[src/rtl/fifo_ctrl.sv]
// fifo_ctrl: pointer, occupancy and status-flag control for a power-of-two
// FIFO whose storage array lives outside this block. Zero fall-through: a
// write lands in storage at the clk edge and is never seen on readAddr in
// its own write cycle.
module fifo_ctrl #(
    parameter int eC      = 8,
    parameter int aW      = $clog2(eC),
    parameter int afLevel = eC - 2,
    parameter int aeLevel = 2
) (
    input  logic          clk,
    input  logic          rstN,
    input  logic          push,
    input  logic          pop,
    output logic          writeEn,
    output logic [aW-1:0] writeAddr,
    output logic [aW-1:0] readAddr,
    output logic          full,
    output logic          empty,
    output logic          almostFull,
    output logic          almostEmpty,
    output logic [aW:0]   count,
    output logic          overflow,
    output logic          underflow
);

    localparam logic [aW:0] CNT_MAX = (aW + 1)'(eC);
    localparam logic [aW:0] AF_LVL  = (aW + 1)'(afLevel);
    localparam logic [aW:0] AE_LVL  = (aW + 1)'(aeLevel);
    localparam logic [aW:0] ONE     = (aW + 1)'(1);

    // Pointers carry one extra wrap bit above the storage address.
    logic [aW:0] wrPtr;
    logic [aW:0] rdPtr;
    logic [aW:0] cntNext;
    logic        wrAcc;
    logic        rdAcc;

    // Request acceptance against the flags registered at the start of the
    // cycle, and the occupancy those accepted requests will produce.
    always_comb begin
        wrAcc   = push && !full;
        rdAcc   = pop && !empty;
        cntNext = count;
        case ({wrAcc, rdAcc})
            2'b10:   cntNext = count + ONE;
            2'b01:   cntNext = count - ONE;
            default: cntNext = count;
        endcase
    end

    // The write strobe is held off during reset so no storage write slips
    // through while control state is being cleared.
    assign writeEn   = wrAcc && rstN;
    assign writeAddr = wrPtr[aW-1:0];
    assign readAddr  = rdPtr[aW-1:0];

    // Control state update; flags are registered from the next occupancy so
    // they always agree with count in the same cycle.
    always_ff @(posedge clk) begin
        if (!rstN) begin
            wrPtr       <= '0;
            rdPtr       <= '0;
            count       <= '0;
            full        <= 1'b0;
            empty       <= 1'b1;
            almostFull  <= 1'b0;
            almostEmpty <= 1'b1;
            overflow    <= 1'b0;
            underflow   <= 1'b0;
        end else begin
            if (wrAcc) wrPtr <= wrPtr + ONE;
            if (rdAcc) rdPtr <= rdPtr + ONE;
            count       <= cntNext;
            full        <= (cntNext == CNT_MAX);
            empty       <= (cntNext == '0);
            almostFull  <= (cntNext >= AF_LVL);
            almostEmpty <= (cntNext <= AE_LVL);
            overflow    <= push && full;
            underflow   <= pop && empty;
        end
    end

endmodule

[config.mk]
export PLATFORM = sky130hd
export DESIGN_NAME = fifo_ctrl
export DESIGN_NICKNAME = d
export VERILOG_FILES = /design/src/rtl/fifo_ctrl.sv
export SDC_FILE = /design/constraint.sdc
export NUM_CORES = 1
export LEC_CHECK = 0
export CORE_MARGIN = 2
export CORE_UTILIZATION = 34
export CTS_CLUSTER_SIZE = 8
export DETAILED_ROUTE_END_ITERATION = 8
export REMOVE_ABC_BUFFERS = 1
export SLEW_MARGIN = 30
export SYNTH_ARGS = -nofsm -noshare
export SYNTH_HDL_FRONTEND = slang
export SYNTH_SLANG_ARGS = --single-unit
[constraint.sdc]
create_clock -name clk -period 2.1 [get_ports clk]
set_input_delay 0.315 -clock clk [delete_from_list [all_inputs] [get_ports clk]]
set_output_delay 0.315 -clock clk [all_outputs]
set_load 0.05 [all_outputs]
==> results by group <==
Worst setup path
  • CP Buf/Inv Count: 1
  • Largest delay contributor family on the critical path: simple AND/OR/NAND/NOR gates
  • CP startpoint kind: register
  • CP max stage delay: 0.50 ns
  • Required @ worst endpoint: 2.26 ns
  • Reg2Reg Depth: 10
  • Critical R2R Capture: almostEmpty$_SDFF_PN1_
  • Critical-path maximum fanout: 4
  • Worst setup EP type: register
  • Critical R2R Launch: full$_SDFF_PN0_
  • WS Path Type: reg2reg
  • FF-to-FF setup slack: 0.07 ns
  • Crit-path slowest cell: or4_4
  • Crit-path cells: nor2b_4 > clkinv_4 > nand2_2 > xnor2_2 > ha_2 > a21oi_2 > a21boi_4 > or4_4 > a21oi_4 > a221oi_1
  • Worst Path Arrival: 2.20 ns

STA
  • Least-Margin Pin Slew: 0.500 ns
  • Crit path time final: 2.03 ns
  • Fin. max-slew vios: 0
  • Setup_tns: 0 ns
  • Relative slew margins: 66.5%
  • Final setup violation count: 0
  • Final Hold Viols: 0
  • RSZ-0062 raised after global routing: true
  • Clock skew: 0.00254 ns
  • Tcrit/Tclk final: 96.8%
  • Final hold slack: 0.398 ns
  • Fmax: 492 MHz

Synthesis
  • Post-Syn Instances: 80
  • Top cell type's share of synthesized area: 42.1%
  • Synth cell types: 33
  • Main area contributors after synthesis: dfxtp_1 (42%), ha_1 (6.6%), xnor2_1 (4.6%)
  • Mean Syn Cell Area: 9.51 µm²
  • #FFs+latches synth: 16
  • Largest area contributor in the netlist: dfxtp_1
  • Post-Syn Area: 761 µm²
  • Synthesis Warnings: 0
  • Register area share after synthesis: 42.1%

Place
  • Post-DP HPWL: 1.18 mm
  • GPL Wtd Cong: 0.835
  • Port bufs: 20
  • Placed Area: 1080 µm²

Clock network
  • CTS buffer count: 3
  • CTS Root Cell: clkbuf_4
  • CTS max path bufs: 2
  • Clock Latency Late Sink: 0.28 ns
  • TritonCTS Sinks: 16
  • CTS tree: done
  • Clk pin slew, worst setup/hold paths: 0.09 ns
  • Htree depth: 1
  • CTS Hold Buffers Added: 0

Floorplanning
  • # rows: 17
  • Die X: 51.3 µm
  • Initial Utilization: 35.1%
  • Core region area: 2170 µm²
  • Boundary Pins: 21
  • Die footprint: 2630 µm²
  • Die Y: 51.3 µm

Min path
  • Min-delay worst type: in2reg
  • Worst hold start: push
  • Hold depth: 2
  • Hold path endpoint: overflow$_SDFF_PN0_

Cells and area
  • Inserted Diodes: 0
  • Multi-input combinational cell area: 444 µm²
  • Nets: 124
  • Post-route cell area: 1170 µm²
  • Final core utilization: 53.9%
  • Register area: 323 µm²
  • Fillers: 219
  • Layout cells sized above 1: 29.6%
  • Area delta synth->final: 53.8%

Flow run
  • Max_cap viols: 0

Routing
  • DRT Pass-1 Iters: 4
  • Number of remaining DRC errors: 0
  • DR WL/cell: 11.3 µm
  • DRT antenna net count: 0
  • DRT iter0 DRCs: 16
  • Via density: 4.71
  • Routed wire length: 1.62 mm
  • DR vias: 673

Global route
  • GR Overflow Total: 0
  • Initial antenna violation count: 0
  • Pin count of the biggest net entering global routing: 11
  • First-pass GRT wire length: 2.71 mm
  • Number of global-route vias before repair: 606
  • Total GRT Usage: 14.3%

Power and ir drop
  • LEAKAGE: 0.503 nW
  • PwrDens: 1110 nW/µm²
  • IR drop worst, VDD: 0.665 mV

Status
  • Run status: completed
[power by group]
group / internal [mW] / switching [mW]
Combinational: 0.285 / 0.389
Clock: 0.105 / 0.0962
Sequential: 0.363 / 0.0563
[worst max-delay path by stage]
stage / endpoint / cells past startpoint / start / slack [ns]
2_1_floorplan: almostEmpty$_SDFF_PN1_ / 10 / full$_SDFF_PN0_ / -0.45
3_5_place_dp: almostEmpty$_SDFF_PN1_ / 11 / push / -0.55
6_report: almostEmpty$_SDFF_PN1_ / 10 / full$_SDFF_PN0_ / 0.07
4_1_cts: almostFull$_SDFF_PN0_ / 10 / empty$_SDFF_PN1_ / 0.06
3_3_place_gp: almostEmpty$_SDFF_PN1_ / 11 / push / -0.51
5_1_grt: almostEmpty$_SDFF_PN1_ / 10 / full$_SDFF_PN0_ / -0.02
[synthesized netlist by cell type (all sizes together)]
cell,instances
nor2,9
clkbuf,1
and4b,1
and3,3
nor3b,2
mux2i,1
xnor2,4
ha,4
nand2b,3
or4,1
a21oi,4
a22o,1
dfxtp,16
a31oi,1
a21boi,1
a221oi,2
nor4,1
nand2,7
o21a,1
inv,4
clkinv,1
o31ai,2
xor2,3
nor3,2
o21ai,2
o22ai,1
nor2b,1
buf,1
[layout make-up]
class,count,share of cell area (%)
Inverter,5,2.25
Tap cell,28,2.99
Clock buffer,4,3.10
Multi-Input combinational cell,57,38.0
Timing Repair Buffer,33,26.1
Sequential cell,16,27.6
[sequential cells by signal, summed over array words and instances (netlist names)]
signal,count
rdPtr,3
wrPtr,3
full,1
almostFull,1
overflow,1
count,4
underflow,1
empty,1
almostEmpty,1
[worst register-to-register path, stage by stage, from the launching register on]
cell and delay (ns):
dfxtp_2 0.35, nor2b_4 0.14, clkinv_4 0.07, nand2_2 0.09
xnor2_2 0.12, ha_2 0.19, a21oi_2 0.04, a21boi_4 0.17
or4_4 0.50, a21oi_4 0.18, a221oi_1 0.06
[cells by family (layout without fill, tap and decap cells)]
family          count (synthesis)  in the layout  share of synthesized area [%]
mux                             1              1                           1.32
flops                          16             16                           42.1
fa+ha+maj                       4              4                           6.58
compound gates                 15             15                           15.8
simple gates                   30             30                           21.1
xor+xnor                        7              7                           8.06
buf+inv                         7             42                           5.10
[placed cells by master, fill, tap and decap left out, drive strengths merged, types with 3 or more instances in the layout]
cell	n
nand2b	3
nor2	9
xor2	3
buf	14
inv	4
clkdlybuf4s50	17
ha	4
and3	3
nand2	7
xnor2	4
dfxtp	16
clkbuf	4
a21oi	4
[stage by stage]
stage | total power, mW | setup WS, ns | cells
2_1_floorplan | 0.824 | -0.453 | 78
4_1_cts | 1.29 | 0.0563 | 143
5_1_grt | 1.38 | -0.0179 | 143
3_3_place_gp | 1.05 | -0.506 | 138
3_5_place_dp | 1.06 | -0.545 | 138
6_report | 1.30 | 0.0667 | 143
[timing repair]
| item | 4_1_cts | 5_1_grt |
|---|---|---|
| resized for setup | 10 | 6 |
| cloned | 0 | 0 |
| endpoints found under the setup margin | 6 | 4 |
| pin swaps | 7 | 6 |
| hold endpoints to repair | 0 | 0 |
| buffers inserted | 1 | 0 |
[per-layer routing]
| metal | part of all wire [%] | global-route usage (%) | vias up | routed length [µm] |
|---|---|---|---|---|
| met3 | 3.7 | 2.34 | 4 | 60 |
| met5 | 0 | 0 | - | 0 |
| met4 | 3.4 | 11.8 | 0 | 55 |
| met1 | 48 | 19.9 | 303 | 782 |
| li1 | - | - | 349 | - |
| met2 | 44 | 18.8 | 17 | 716 |
Power figures use the tool's default switching activity.
